`config.mk`:
```
export PLATFORM = sky130hd
export DESIGN_NAME = traffic_light_ctrl
export DESIGN_NICKNAME = d
export VERILOG_FILES = /design/src/rtl/traffic_light_ctrl.sv
export SDC_FILE = /design/constraint.sdc
export NUM_CORES = 1
export LEC_CHECK = 0
export BUFFER_PORTS_ARGS = -buffer_cell sky130_fd_sc_hd__buf_2
export CORE_ASPECT_RATIO = 1.75
export CORE_MARGIN = 5
export CORE_UTILIZATION = 43
export CTS_CLUSTER_DIAMETER = 40
export CTS_CLUSTER_SIZE = 20
export DETAILED_ROUTE_END_ITERATION = 16
export GPL_TIMING_DRIVEN = 0
export PLACE_DENSITY = 0.59
export SYNTH_ARGS = -nofsm -noshare
export SYNTH_HDL_FRONTEND = slang
export SYNTH_SLANG_ARGS = --single-unit
```
`constraint.sdc`:
```
create_clock -name clk_clk -period 7.49 [get_ports clk_clk]
set_clock_uncertainty 0.1 [all_clocks]
set_input_delay 1.498 -clock clk_clk [delete_from_list [all_inputs] [get_ports clk_clk]]
set_output_delay 1.498 -clock clk_clk [all_outputs]
set_load 0.01 [all_outputs]
```
`src/rtl/traffic_light_ctrl.sv`:
```
// traffic_light_ctrl: green/yellow/all-red sequencer with demand skipping and flashing-yellow override
module traffic_light_ctrl #(
    parameter int NUM_WAYS = 4,
    parameter int TICK_DIV = 50000000,
    parameter int GREEN_T  = 20,
    parameter int YELLOW_T = 3,
    parameter int ALLRED_T = 2,
    parameter int CNT_W    = 8,
    parameter int WAY_W    = $clog2(NUM_WAYS)
) (
    input  logic                  clk_clk,
    input  logic                  reset_reset_n,
    input  logic                  demand_mode,
    input  logic                  flash_mode,
    input  logic [NUM_WAYS-1:0]   req,
    output logic [3*NUM_WAYS-1:0] tl_export,
    output logic [CNT_W-1:0]      remain,
    output logic [WAY_W-1:0]      way,
    output logic                  tick_led
);
    localparam int PW = TICK_DIV > 1 ? $clog2(TICK_DIV) : 1;
    localparam logic [1:0] ST_ALL_RED = 2'd0;
    localparam logic [1:0] ST_GREEN   = 2'd1;
    localparam logic [1:0] ST_YELLOW  = 2'd2;
    localparam logic [1:0] ST_FLASH   = 2'd3;

    logic [1:0]          state;
    logic [PW-1:0]       presc;
    logic [NUM_WAYS-1:0] req_lat;
    logic [NUM_WAYS-1:0] lat_set;
    logic [NUM_WAYS-1:0] serve_mask;
    logic [WAY_W-1:0]    nw;
    logic                flash_ph;
    logic                tick;
    logic                others;

    function automatic logic [WAY_W-1:0] wrap(input int v);
        return WAY_W'(v % NUM_WAYS);
    endfunction

    assign tick       = presc == PW'(TICK_DIV - 1);
    assign serve_mask = (state == ST_GREEN || state == ST_YELLOW) ? NUM_WAYS'(1) << way : '0;
    assign lat_set    = req_lat | (req & ~serve_mask);
    assign others     = |(req_lat & ~(NUM_WAYS'(1) << way));

    // next way: nearest latched request after the current way (descending scan keeps the closest), else plain rotation
    always_comb begin
        nw = wrap(int'(way) + 1);
        for (int i = NUM_WAYS; i >= 1; i--)
            if (demand_mode && req_lat[wrap(int'(way) + i)]) nw = wrap(int'(way) + i);
    end

    // light decode from registered state only
    always_comb begin
        tl_export = '0;
        for (int k = 0; k < NUM_WAYS; k++)
            tl_export[3*k +: 3] = state == ST_FLASH ? (flash_ph ? 3'b010 : 3'b000) :
                                  (state == ST_GREEN  && way == WAY_W'(k)) ? 3'b001 :
                                  (state == ST_YELLOW && way == WAY_W'(k)) ? 3'b010 : 3'b100;
    end

    // phase sequencing, prescaler, request latches and heartbeat
    always_ff @(posedge clk_clk or negedge reset_reset_n) begin
        if (!reset_reset_n) begin
            state    <= ST_ALL_RED;
            way      <= WAY_W'(NUM_WAYS - 1);
            remain   <= CNT_W'(ALLRED_T);
            presc    <= '0;
            req_lat  <= '0;
            tick_led <= 1'b0;
            flash_ph <= 1'b0;
        end else begin
            if (tick) tick_led <= ~tick_led;
            presc   <= tick ? '0 : presc + 1'b1;
            req_lat <= lat_set;
            if (flash_mode) begin
                if (state != ST_FLASH) begin
                    state    <= ST_FLASH;
                    presc    <= '0;
                    flash_ph <= 1'b1;
                end else if (tick) begin
                    flash_ph <= ~flash_ph;
                end
            end else if (state == ST_FLASH) begin
                state  <= ST_ALL_RED;
                remain <= CNT_W'(ALLRED_T);
                presc  <= '0;
            end else if (tick) begin
                if (remain != CNT_W'(1)) begin
                    remain <= remain - 1'b1;
                end else if (state == ST_ALL_RED) begin
                    state   <= ST_GREEN;
                    way     <= nw;
                    remain  <= CNT_W'(GREEN_T);
                    req_lat <= lat_set & ~(NUM_WAYS'(1) << nw);
                end else if (state == ST_GREEN) begin
                    if (demand_mode && !others) begin
                        remain <= CNT_W'(GREEN_T);
                    end else begin
                        state  <= ST_YELLOW;
                        remain <= CNT_W'(YELLOW_T);
                    end
                end else begin
                    state  <= ST_ALL_RED;
                    remain <= CNT_W'(ALLRED_T);
                end
            end
        end
    end
endmodule

```
# Word level (Yosys, flattened, before mapping)
# Cells that the tools add are included.
dict set report word_totals {
  in_bits 8
  ram_bits 0
  latchBits 0
  n_memories 0
  elab_cells 119
  register_bits 44
  rom_bits 0
}
dict set report op_classes {
  mux 51
  reduce_logical 25
  shifts 2
  addsub 6
  bitwise_logic 12
  multipliers 0
  n_div 0
  n_eq_ne 12
  magnitude_cmp 4
}
# cell n
set op_table {}
lappend op_table {{26-bit 2-to-1 mux} 4}
lappend op_table {{8-bit 2-to-1 mux} 5}
lappend op_table {{3-bit 2-to-1 mux} 12}
lappend op_table {{26-bit by 1-bit adder with 26-bit output (second input constant)} 1}
lappend op_table {{26-bit == test (second input constant)} 1}
lappend op_table {{2-bit 2-to-1 mux} 13}
lappend op_table {{4-bit 2-to-1 mux} 6}
lappend op_table {{1-bit logical AND} 13}
lappend op_table {{4-bit bitwise AND} 3}
lappend op_table {{2-bit by 3-bit < comparator with 1-bit output (second input constant)} 4}
lappend op_table {{4-bit NOT} 3}
lappend op_table {{1-bit binary-select mux with 2-bit select} 4}
lappend op_table {{2-bit == test (second input constant)} 4}
lappend op_table {{8-bit by 1-bit != test with 1-bit output (second input constant)} 1}
lappend op_table {{1-bit by 2-bit left shift with 4-bit output (first input constant)} 2}
lappend op_table {{8-bit by 1-bit subtractor with 8-bit output (second input constant)} 1}
lappend op_table {{1-bit 2-to-1 mux} 6}
lappend op_table {{5-bit 2-to-1 mux} 1}
lappend op_table {{5-bit != test (second input constant)} 1}
lappend op_table {{1-bit NOT} 5}
lappend op_table {{5-bit AND reduction} 1}
lappend op_table {{2-bit by 1-bit adder with 2-bit output (second input constant)} 2}
lappend op_table {{2-bit adder (second input constant)} 2}
lappend op_table {{2-bit by 1-bit == test with 1-bit output (second input constant)} 2}
lappend op_table {{12 further kinds} 15}

# Longest topological paths before layout
# Gate-level depths: netlist of run 1.
dict set report logic_depth {
  depth_word 16
  ltp_mapped 8
  mapped_depth_nobuf 7
}

# Worst setup path before layout of run 1
# Ideal clock, no wire load.
dict set report synth_path {
  path_kind {register to output}
  startpoint {register way[0]}
  endpoint {output port tl_export[1]}
  arrival_ns 1.414
  path_stages_with_launch 5
  required_time_ns 5.892
  setup_slack_ns 4.478
  path_cell_list {dfstp_2 buf_2 inv_1 ha_1 a22o_1}
}
dict set report synth_between {
  elab_chain_cells 5
  elab_cells_between_ends 6
  cone_classes {3 x mux; 3 x reduce/logical}
}
# element line_no
set synth_lines {}
lappend synth_lines {{from (decl)} 18} ;# output logic [WAY_W-1:0] way,
lappend synth_lines {{from (signal assigned)} 66} ;# way <= WAY_W'(NUM_WAYS - 1);
lappend synth_lines {{from (signal assigned)} 93} ;# way <= nw;
lappend synth_lines {{2-bit logical NOT *} {58, 59}}
lappend synth_lines {{1-bit logical AND} 59} ;# (state == ST_YELLOW && way == WAY_W'(k)) ? 3'b010 : 3'b100;
lappend synth_lines {{3-bit 2-to-1 mux} 59}
lappend synth_lines {{3-bit 2-to-1 mux *} 58} ;# (state == ST_GREEN && way == WAY_W'(k)) ? 3'b001 :
lappend synth_lines {{3-bit 2-to-1 mux *} 57} ;# tl_export[3*k +: 3] = state == ST_FLASH ? (flash_ph ? 3'b010 : 3'b000) :
lappend synth_lines {{to (decl)} 16} ;# output logic [3*NUM_WAYS-1:0] tl_export,
# Mark *: on every way between the ends. The rest lies on a longest branch, timed or not.

# Worst setup path after layout of run 1
dict set report layout_path {
  startpoint {register state[0]}
  endpoint {output port tl_export[4]}
}
dict set report layout_between {
  elab_chain_cells 5
  elab_cells_between_ends 8
  cone_classes {3 x eq/ne; 3 x mux; 2 x reduce/logical}
}
# element line_no
set layout_lines {}
lappend layout_lines {{from (decl)} 27} ;# logic [1:0] state;
lappend layout_lines {{from (signal assigned)} 65} ;# state <= ST_ALL_RED;
lappend layout_lines {{from (signal assigned)} 78} ;# state <= ST_FLASH;
lappend layout_lines {{from (signal assigned)} 85} ;# state <= ST_ALL_RED;
lappend layout_lines {{2-bit == test} 59}
lappend layout_lines {{1-bit logical AND} 59}
lappend layout_lines {{3-bit 2-to-1 mux} 59}
lappend layout_lines {{3-bit 2-to-1 mux} 58}
lappend layout_lines {{3-bit 2-to-1 mux *} 57}
# Marks and branches as above.

==> impl_results.md, run 1 <==
- Power Density: approximately 240 nW/um^2
- Clock Power Share: 29.0%
- RSZ-0062 raised after global routing: no
- Relative slew margins: about a third
- Gr ovfl total: 0
- Share of the synthesized area in the top cell type: ~36%
- Wire length per cell: between 15 and 20 um
- Syn Inst Count: between 300 and 400
- Clock Latency Late Sink: 0.29 ns
- Critical Path End Type: output pin
- Starting Density: between 40 and 50%
- Highest clock rate: around 270 MHz
- Netlist area before placement: around 2900 um^2
- Critical-path maximum fanout: 10
- WL final: about 7 mm
- Root Buffer: clkbuf_16
- Hold buffer count at cts: 0
- IO Port Bufs: 29
- RR Startpoint: way[0]
- Crit-path max cell delay: 0.42 ns
- Worst Hold Class: reg -> reg
- Ys Warns: 0
- Fin area: between 3000 and 4000 um^2
- Combinational share of power: a little over a third
- Final hold viol count: 0
- CP Data Required Time: 5.89 ns
- Die ar.: 8470 um^2
- Cell Rows: 39
- Crit-path leading delay family: buffers and inverters
- Most common flop cell mapped by yosys: dfrtp_1
- Post-CTS Resized: 0
- Reg area: 1100 um^2
- Sw Share: 36.4%
- Worst R2R End: req_lat[2]
- Cell type with the largest total area after synthesis: dfrtp_1
- Max-capacitance violation count: 0
- I/O pins: 31
- DP Wirelength: around 5.4 mm
- EDFF count, synth: 0
- Synth cell types: 50
- Maximum root-to-sink buffer count: 2
- Synth Net Count: 331
- Chip width: between 70 and 80 um
- Leak: about 0.0014 uW
- Layout area overhead: 13.9%
- N_diodes: 0
- Core area: between 6000 and 7000 um^2
- Final setup violation count: 0
- Register clock-pin slew on the reported worst setup and hold paths: ~0.060 ns
- CTS sink cnt: 44
- Yosys reg bits: 44
- Critical path depth: 5
- Fraction of layout instances using a drive strength above 1: ~18%
- Sw Pwr: between 200 and 300 uW
- Sequential power share: between 30% and 40%
- Routability cong.: 0.917
- Sum Neg Setup Slack: 0 ns
- Crit-path cells: ha_1 > clkbuf_1 > buf_1 > a22o_1 > buf_2
- Critical path type: reg -> out
- Pins Over Slew Limit: 0
- Synth area leaders: dfrtp_1, xnor2_1, ha_1, nor2_1, xor2_1
- Initial antenna violation count: 0
- Worst Max-Slew Pin Slew: roughly 1.0 ns
- # DRC: 0
- Multi-input logic area: approximately 1700 um^2
- Total power: between 700 and 800 uW
- Setup crit start kind: register
- CP max stage cell: dfrtp_1
- Setup slack, reg-to-reg: between 4 and 5 ns
- CTS tree: yes
- Cell Area, Placed: 3120 um^2
- Top layer in use: met4
- Worst setup path startpoint: state[0]
- Total setup buffers inserted after CTS: 0
- Buffers & Inverters on Critical Path: 3
- Async SR Flop Fraction: 100%
- WL met3: approximately 210 um
- First-pass DRT Iterations: 4
- Via count: 2422
- Final antenna-violating net count: 0
- Status: finished, final reports clean
- Cell internal pwr: roughly 500 uW
- Met2 routed WL: 4.05 mm
- Final net count: about 370
- Die Y: between 100 and 150 um
- Largest net degree at the start of global routing: 45
- Register area share after synthesis: 38.5%
- CP endpoint: tl_export[4]
- Vias per cell: ~5.6
- Total CTS buffers: 5
- Avg Inst Size Synth: just over 9 um^2
- First-pass GRT wire length: between 10 and 15 mm
- H-tree lvl count: 2
- Vias in the first global route: 2554
- Fin crit period: between 3 and 4 ns
- Initial detailed-routing violation count: 96
- FILL cells: 650
- Total GRT Usage: 18.2%
- Met1 wire length: 2.53 mm
- Peak supply drop: between 200 and 250 uV
- Final worst-path cycle share: about 49%
- Critical Path AT: about 2.1 ns
- R2R depth: 8
[layout by cell type (no fill, tap or decap), types with 10 or more instances in the layout]
cell type and n:
dfrtp_1 41, nor2_1 40, buf_2 36, nand2_1 20, xnor2_1 20, nor3_1 16, nand3_1 13, ha_1 13
a21oi_1 11, inv_1 10, xor2_1 10
[power by group through the flow]
stage / Sequential [uW] / Clock (uW) / Combinational [uW]
after global placement: 280 / 0 / 281
final: 277 / 227 / 279
after floorplan: 278 / 0 / 196
after CTS: 277 / 233 / 286
after global routing: 280 / 243 / 314
after detailed placement: 281 / 0 / 283
[synthesized netlist by cell type, types with 6 or more instances]
cell type,instances
nand3_1,13
clkbuf_1,6
nor4_1,6
nand4_1,9
xor2_1,10
nor3_1,16
nor2_1,40
a21oi_1,11
inv_1,10
nand2_1,20
ha_1,13
a31oi_1,7
xnor2_1,20
dfrtp_1,41
and2_1,6
buf_2,7
o21ai_0,6
[cell type report]
class | count | area share, %
plain buffers | 14 | 1.88
clock buffers | 7 | 4.37
clock inverters | 1 | 0.230
inverters | 10 | 1.15
multi-input cells | 242 | 51.0
flip-flops and latches | 44 | 33.8
well taps | 82 | 3.14
repair buffers | 29 | 4.44
[logic make-up (layout without fill, tap and decap cells)]
| logic type | count (synthesis) | count (layout) | share of synthesized area, % |
|---|---|---|---|
| xor+xnor | 30 | 30 | 9.16 |
| flops | 44 | 44 | 38.5 |
| compound gates | 48 | 48 | 13.0 |
| fa+ha+maj | 13 | 13 | 5.67 |
| simple gates | 141 | 141 | 25.8 |
| mux | 10 | 10 | 4.49 |
| buf+inv | 24 | 61 | 3.45 |
[metrics by stage]
| stage | util [%] | cells | setup slack [ns] | hold WS [ns] |
|---|---|---|---|---|
| finish | 50.0 | 429 | 3.84 | 0.370 |
| global route | 50.0 | 429 | 3.66 | 0.390 |
| CTS | 50.0 | 429 | 3.83 | 0.377 |
| detailed placement | 47.7 | 421 | 4.15 | 0.365 |
| global placement | 47.7 | 421 | 4.16 | 0.360 |
| floorplan | - | 310 | 4.48 | 0.369 |
[worst min path at each step]
| stage | end | slack [ns] | start | cells after the start |
|---|---|---|---|---|
| after floorplan | presc[0] | 0.37 | presc[0] | 1 |
| after global placement | tick_led | 0.36 | tick_led | 1 |
| after detailed placement | tick_led | 0.36 | tick_led | 1 |
| after CTS | tick_led | 0.38 | tick_led | 1 |
| after global routing | tick_led | 0.39 | tick_led | 1 |
| final | tick_led | 0.37 | tick_led | 1 |
[metal layers]
layer | vias to the layer above | GRT usage [%]
li1 | 1181 | -
met1 | 1181 | 19.1
met2 | 39 | 34.1
met3 | 21 | 3.33
met4 | 0 | 7.65
met5 | - | 0
[worst reg2reg max path, delay by kind of cell (launching register included)]
family          cells  cell delay [ns]
buf+inv             2             0.44
compound gates      1             0.12
xor+xnor            1             0.19
flops               1             0.57
simple gates        2             0.54
fa+ha+maj           1             0.45
mux                 1             0.36
[registers in the layout, summed over array words and instances, names as in the netlist]
name      flops
presc        26
remain        8
req_lat       4
state         2
way           2
flash_ph      1
tick_led      1
Power figures use the tool's default switching activity.
==> inputs of run 2 (changes only) <==
- PLACE_DENSITY: 0.59 -> 0.62
- clock period: 7.49 -> 2.9 ns (I/O delays scaled with it)
==> run 2 against run 1 <==
Effect of this change: sequential cell count unchanged; largest cell class unchanged; via count down 1.6%; setup slack worse by 3.7 ns; combinational power rose to 2.6 times the previous value; worst hold slack worse by 0.0052 ns; clock power rose to 2.7 times the previous value; core utilization up 0.54 points; global-route usage down 0.93 points; highest routed layer unchanged; die area unchanged; non-clock buffer count unchanged; cell count unchanged; sequential power rose to 2.6 times the previous value.
==> impl_results.md, run 2 (synthesis results as in run 1) <==
- RR Startpoint: way[0]
- Vias in the first global route: 2397 (-6.1%)
- Starting Density: 43.9% (unchanged)
- First-pass DRT Iterations: 4 (unchanged)
- Critical path type: reg -> reg
- Final hold viol count: 0 (unchanged)
- Total GRT Usage: 17.3% (-0.93 points)
- Final antenna-violating net count: 0 (unchanged)
- DP Wirelength: 5.23 mm (-3.3%)
- Crit-path max cell delay: 0.57 ns (+0.15 ns)
- Worst setup path startpoint: way[0]
- Placed cells: 421 (unchanged)
- RSZ-0062 raised after global routing: no
- Worst Hold Class: reg -> reg
- Hold path start: tick_led
- Clock Power Share: 29.7% (+0.7 points)
- Critical Path AT: 2.82 ns (+0.77 ns)
- Sw Share: 35.9% (-0.45 points)
- IO Port Bufs: 29 (unchanged)
- WL met3: 274 um (+30%)
- Relative slew margins: 31.0% (-2.1 points)
- Peak supply drop: 448 uV (+98%)
- Final setup violation count: 0 (unchanged)
- Combinational share of power: 35.3% (-0.3 points)
- Register clock-pin slew on the reported worst setup and hold paths: 0.06 ns (about the same)
- Root Buffer: clkbuf_16
- I/O pins: 31 (unchanged)
- Setup crit start kind: register
- Clock Latency Late Sink: 0.29 ns (about the same)
- Initial antenna violation count: 0 (unchanged)
- Core area: 6540 um^2 (unchanged)
- Max-capacitance violation count: 0 (unchanged)
- Initial detailed-routing violation count: 87 (-9.4%)
- Gr ovfl total: 0 (unchanged)
- Pins Over Slew Limit: 0 (unchanged)
- Sw Pwr: 736 uW (+160%)
- Die ar.: 8470 um^2 (unchanged)
- Power Density: 621 nW/um^2 (+160%)
- Largest regs: presc (26), remain (8), req_lat (4)
- Total setup buffers inserted after CTS: 0 (unchanged)
- Crit-path leading delay family: flip-flops
- Fraction of layout instances using a drive strength above 1: 18.7% (+0.58 points)
- N_diodes: 0 (unchanged)
- Sequential power share: 34.9% (-0.5 points)
- Chip width: 71.7 um (unchanged)
- Met2 routed WL: 3.88 mm (-4.2%)
- Cell Rows: 39 (unchanged)
- Vias per cell: 5.56 (-1.6%)
- Leak: 0.00141 uW (+1.2%)
- Highest clock rate: 366 MHz
- Wire length per cell: 16.3 um (-0.60%)
- Layout area overhead: 15.1%
- WL final: 6.99 mm (-0.60%)
- Top layer in use: met4
- Routability cong.: 0.867 (-5.4%)
- Via count: 2384 (-1.6%)
- Buffers & Inverters on Critical Path: 2 (-1)
- H-tree lvl count: 2 (unchanged)
- Final worst-path cycle share: between 90 and 100%
- Met1 wire length: 2.71 mm (+7.1%)
- Largest register by flop count: presc
- Status: finished, final reports clean
- Critical Path End Type: register
- Die Y: 118 um (unchanged)
- CTS tree: yes
- # DRC: 0 (unchanged)
- Maximum root-to-sink buffer count: 2 (unchanged)
- Worst Max-Slew Pin Slew: 1.04 ns (+0.0316 ns)
- Non-Filler Instances: 429 (unchanged)
- Commonest non-fill, non-tap cell in the layout: dfrtp_1
- Final net count: 367 (unchanged)
- Critical-path maximum fanout: 9 (-1)
- Largest net degree at the start of global routing: 45 (unchanged)
- Total CTS buffers: 5 (unchanged)
- Crit-path cells: clkbuf_4 > inv_1 > ha_2 > mux4_2 > nor2b_1 > nor4b_4 > xnor2_1 > a31oi_1
- Max reg flops: 26 (unchanged)
- FILL cells: 610 (-6.2%)
- Worst hold margin: 0.365 ns (-0.00523 ns)
- CP Data Required Time: 2.99 ns (-2.90 ns)
- Fin crit period: around 2.7 ns
- Most frequent cells in the layout: dfrtp_1, nor2_1, buf_2
- Cell internal pwr: 1310 uW (+160%)
- CP max stage cell: dfstp_2
- CTS sink cnt: 44 (unchanged)
- First-pass GRT wire length: 11.7 mm (-5.6%)
## run 2: worst reg2reg max path, delay by kind of cell, from the launching register on
kind | cells | cell delay, ns
AND/OR/NAND/NOR | 2 | 0.49
flip-flops | 1 | 0.57
buffers and inverters | 2 | 0.37
XOR/XNOR | 1 | 0.13
AO/OA/AOI/OAI | 1 | 0.25
adder cells (fa/ha/maj) | 1 | 0.40
multiplexers | 1 | 0.32
## run 2: cell type report
| cell class | count | area (um^2) | area share, % |
|---|---|---|---|
| inverter | 10 | 37.5 | 1.14 |
| buffer | 14 | 65.1 | 1.97 |
| clock buffer | 8 | 156 | 4.74 |
| tap | 82 | 103 | 3.11 |
| sequential | 44 | 1100 | 33.5 |
| timing repair buffer | 29 | 145 | 4.40 |
| multi-input combinational | 242 | 1690 | 51.2 |
## run 2: metrics by stage
| stage | area [um^2] | utilization [%] | setup WS [ns] | TNS, ns | total power, uW |
|---|---|---|---|---|---|
| finish | 3300 | 50.5 | 0.168 | 0 | 2050 |
| global route | 3300 | 50.5 | 0.0185 | 0 | 2180 |
| CTS | 3280 | 50.2 | 0.0494 | 0 | 2060 |
| detailed placement | 3120 | 47.7 | -0.00501 | -0.00501 | 1460 |
| global placement | 3120 | 47.7 | -0.0303 | -0.0448 | 1440 |
| floorplan | 2870 | - | 0.307 | 0 | 1220 |
## run 2: final timing paths
kind                       cells past startpoint         end  slack [ns]
max in group asynchronous                      1    presc[0]        1.68
setup reg to reg                               8  req_lat[2]        0.17
hold reg to reg                                1    tick_led        0.36
min in group asynchronous                      1   remain[6]        0.37
hold / removal                                 1    tick_led        0.36
setup / recovery                               8  req_lat[2]        0.17
## run 2: power groups by stage
| stage | Sequential [uW] | Clock (uW) | Combinational [uW] |
|---|---|---|---|
| finish | 716 | 609 | 724 |
| global placement | 725 | 0 | 717 |
| CTS | 716 | 614 | 733 |
| detailed placement | 726 | 0 | 730 |
| floorplan | 717 | 0 | 506 |
| global route | 726 | 644 | 811 |
## run 2: per-layer routing
metal  up-vias  GRT usage (%)
met1      1138           18.8
met2        53           32.2
met4         0           6.24
met5         -              0
met3        10           2.99
li1       1183              -
## run 2: repair_timing
action	4_1_cts	5_1_grt
hold buffers	0	0
pin swaps	0	0
gates resized for setup	1	5
setup endpoints to repair	2	9
==> inputs of run 3 (changes only) <==
- ABC_AREA: unset -> 1
- CAP_MARGIN: unset -> 5
- CELL_PAD_IN_SITES_DETAIL_PLACEMENT: unset -> 1
- CELL_PAD_IN_SITES_GLOBAL_PLACEMENT: unset -> 1
- CORE_UTILIZATION: 43 -> 39
- PLACE_DENSITY: 0.62 -> 0.75
==> run 3 against run 2 <==
Effect of this change: non-clock buffer count fell by 7; synthesized cell count rose by 45%; area after synthesis rose by 9.8%; clock power rose by 12%; combinational power rose by 44%; first-iteration DRC count rose by 29%; cell area rose by 8.3%; critical path type is now reg -> out; critical endpoint is now tl_export[7]; highest routed layer unchanged.
==> impl_results.md, run 3 <==
- Critical path type: reg -> out
- CTS tree: yes
- Highest clock rate: 383 MHz (+4.5%)
- Pins Over Slew Limit: 0 (unchanged)
- Final worst-path cycle share: 90.1% (-4.1 points)
- Largest regs: presc (26), remain (8), req_lat (4)
- Total CTS buffers: 5 (unchanged)
- H-tree lvl count: 2 (unchanged)
- Synth area leaders: dfrtp_1, nand2_1, nor2_1, nand3_1, inv_1
- Syn Inst Count: 449 (+45%)
- Synth Net Count: 470 (+42%)
- Register clock-pin slew on the reported worst setup and hold paths: 0.07 ns (about the same)
- RR Startpoint: way[0]
- Worst setup path startpoint: state[0]
- Starting Density: 39.8% (-4.1 points)
- FILL cells: 1059 (+74%)
- CP Data Required Time: 2.22 ns (-0.77 ns)
- Leak: 0.00172 uW (+22%)
- N_diodes: 0 (unchanged)
- Power Density: 703 nW/um^2 (+13%)
- # DRC: 0 (unchanged)
- Total setup buffers inserted after CTS: 0 (unchanged)
- CTS sink cnt: 44 (unchanged)
- Avg Inst Size Synth: 7.01 um^2 (-24%)
- IO Port Bufs: 28 (-3.4%)
- Chip width: 77.9 um (+8.6%)
- Critical Path AT: 1.93 ns (-0.89 ns)
- Peak supply drop: 454 uV (+1.4%)
- Core area: 7910 um^2 (+21%)
- First-pass DRT Iterations: 4 (unchanged)
- Routability cong.: 0.817 (-5.7%)
- Met2 Usage GRT: 40.4% (+8.2 points)
- Relative slew margins: 29.0% (-1.9 points)
- Wire length per cell: 15.8 um (-2.8%)
- Crit-path cells: ha_1 > clkbuf_2 > inv_1 > a21oi_1 > buf_2
- Share of the synthesized area in the top cell type: 32.6% (-3.2 points)
- Via count: 3117 (+31%)
- Cell type with the largest total area after synthesis: dfrtp_1
- Register area share after synthesis: 35.1% (-3.4 points)
- Ys Warns: 0 (unchanged)
- Met3 GRT Util: 2.87% (-0.12 points)
- Most common flop cell mapped by yosys: dfrtp_1
- Worst Max-Slew Pin Slew: 1.06 ns (+0.0292 ns)
- Synth cell types: 38 (-24%)
- Maximum root-to-sink buffer count: 2 (unchanged)
- Worst Hold Class: in -> async
- Grt peak-use layer: met2
- Netlist area before placement: 3150 um^2 (+9.8%)
- Vias in the first global route: 3517 (+47%)
- EDFF count, synth: 0 (unchanged)
- Largest register by flop count: presc
- Fraction of layout instances using a drive strength above 1: 16.1% (-2.6 points)
- Synth top cells by count: nand2_1, nor2_1, inv_1, nand3_1, dfrtp_1
- Final net count: 504 (+37%)
- Clock Latency Late Sink: 0.29 ns (about the same)
- Sum Neg Setup Slack: 0 ns (unchanged)
- I/O pins: 31 (unchanged)
- Yosys reg bits: 44 (unchanged)
- Layout area overhead: 13.6%
- Final hold viol count: 0 (unchanged)
- Setup crit start kind: register
- Root Buffer: clkbuf_16
- Commonest non-fill, non-tap cell in the layout: nand2_1
- Die Y: 129 um (+9.2%)
- Final setup violation count: 0 (unchanged)
- Largest net degree at the start of global routing: 45 (unchanged)
- Async SR Flop Fraction: 100% (unchanged)
- Fin crit period: 2.61 ns (-0.119 ns)
- Count leader, synth: nand2_1
- Total GRT Usage: 19.7% (+2.4 points)
- Max-capacitance violation count: 0 (unchanged)
- Final antenna-violating net count: 0 (unchanged)
- Die ar.: 10000 um^2 (+19%)
- Reg area: 1100 um^2 (unchanged)
- GR Layer Usage met1: 18.5% (-0.35 points)
- Cell Rows: 43 (+10%)
- Crit-path max cell delay: 0.43 ns (-0.14 ns)
- Gr ovfl total: 0 (unchanged)
- CP max stage cell: dfrtp_1
- Initial antenna violation count: 0 (unchanged)
- Multi-input logic area: 1790 um^2 (+6.1%)
- WL final: 9.09 mm (+30%)
- Max reg flops: 26 (unchanged)
- Initial detailed-routing violation count: 112 (+29%)
- Vias per cell: 5.43 (-2.3%)
- Critical Path End Type: output pin
- Status: finished, final reports clean
- DP Wirelength: 7.29 mm (+39%)
- RSZ-0062 raised after global routing: no
- First-pass GRT wire length: 16.0 mm (+37%)
- Most frequent cells in the layout: nand2_1, nor2_1, inv_1
- Critical-path maximum fanout: 12 (+3)
- Post-layout util: 45.2% (-5.3 points)
[run 3: cell types whose count changed after synthesis, sizes merged, moves of 6 or more]
cell   change
nand2    +101
a21oi     +14
inv       +43
xnor2     -18
and2       -6
nand3     +34
o21ai     +16
nor2      +26
[run 3: worst max-delay path: cells and delay by family (launching register included)]
family / cells / cell delay [ns]
compound gates: 1 / 0.15
flops: 1 / 0.43
buf+inv: 3 / 0.80
fa+ha+maj: 1 / 0.25
[run 3: timing repair]
action / in CTS / in global routing
endpoints found under the setup margin: 4 / 0
hold buffers: 0 / 0
resized for setup: 1 / 0
[run 3: kinds of logic (layout without fill, tap and decap cells)]
logic type,count (synthesis),after routing,synth area share (%)
AOI/OAI and AO/OA,53,53,9.34
xor gates and xnor gates,8,8,2.22
adders and majority gates,13,13,5.17
buffers and inverters,62,97,7.99
DFF,44,44,35.1
and+or+nand+nor,269,269,40.2
[run 3: per-stage QoR]
step	instances	worst slack (ns)	cell area (um^2)	hold slack (ns)	total power, uW
5_1_grt	574	0.110	3580	0.398	2730
3_3_place_gp	567	0.278	3400	0.360	1820
2_1_floorplan	449	0.787	3150	0.184	1510
4_1_cts	574	0.267	3580	0.384	2560
6_report	574	0.287	3580	0.373	2520
3_5_place_dp	567	0.224	3400	0.371	1860
[run 3: layer usage]
layer | up-vias | wire (um)
met5 | - | 0
met4 | 0 | 294
met3 | 21 | 196
met2 | 39 | 5350
met1 | 1534 | 3250
li1 | 1523 | -
[run 3: report_power, final]
part	switching [uW]	internal [uW]
Sequential	87.4	710
Clock	251	432
Combinational	670	365
[run 3: final timing paths]
check                                to  depth (start not counted)  slack, ns
setup / recovery           tl_export[7]                          5       0.29
hold / removal                 presc[9]                          1       0.37
setup reg to reg             req_lat[2]                         10       0.56
hold reg to reg                tick_led                          1       0.38
max in group asynchronous      state[1]                          1       1.66
min in group clk_clk           tick_led                          1       0.38
[run 3: final cells by class]
class	instances	area share [%]
buffer	8	1.40
clock buffer	6	3.88
clock inverter	2	1.08
inverter	53	5.56
multi-input combinational	343	50.1
sequential	44	30.9
tap	90	3.15
timing repair buffer	28	3.92
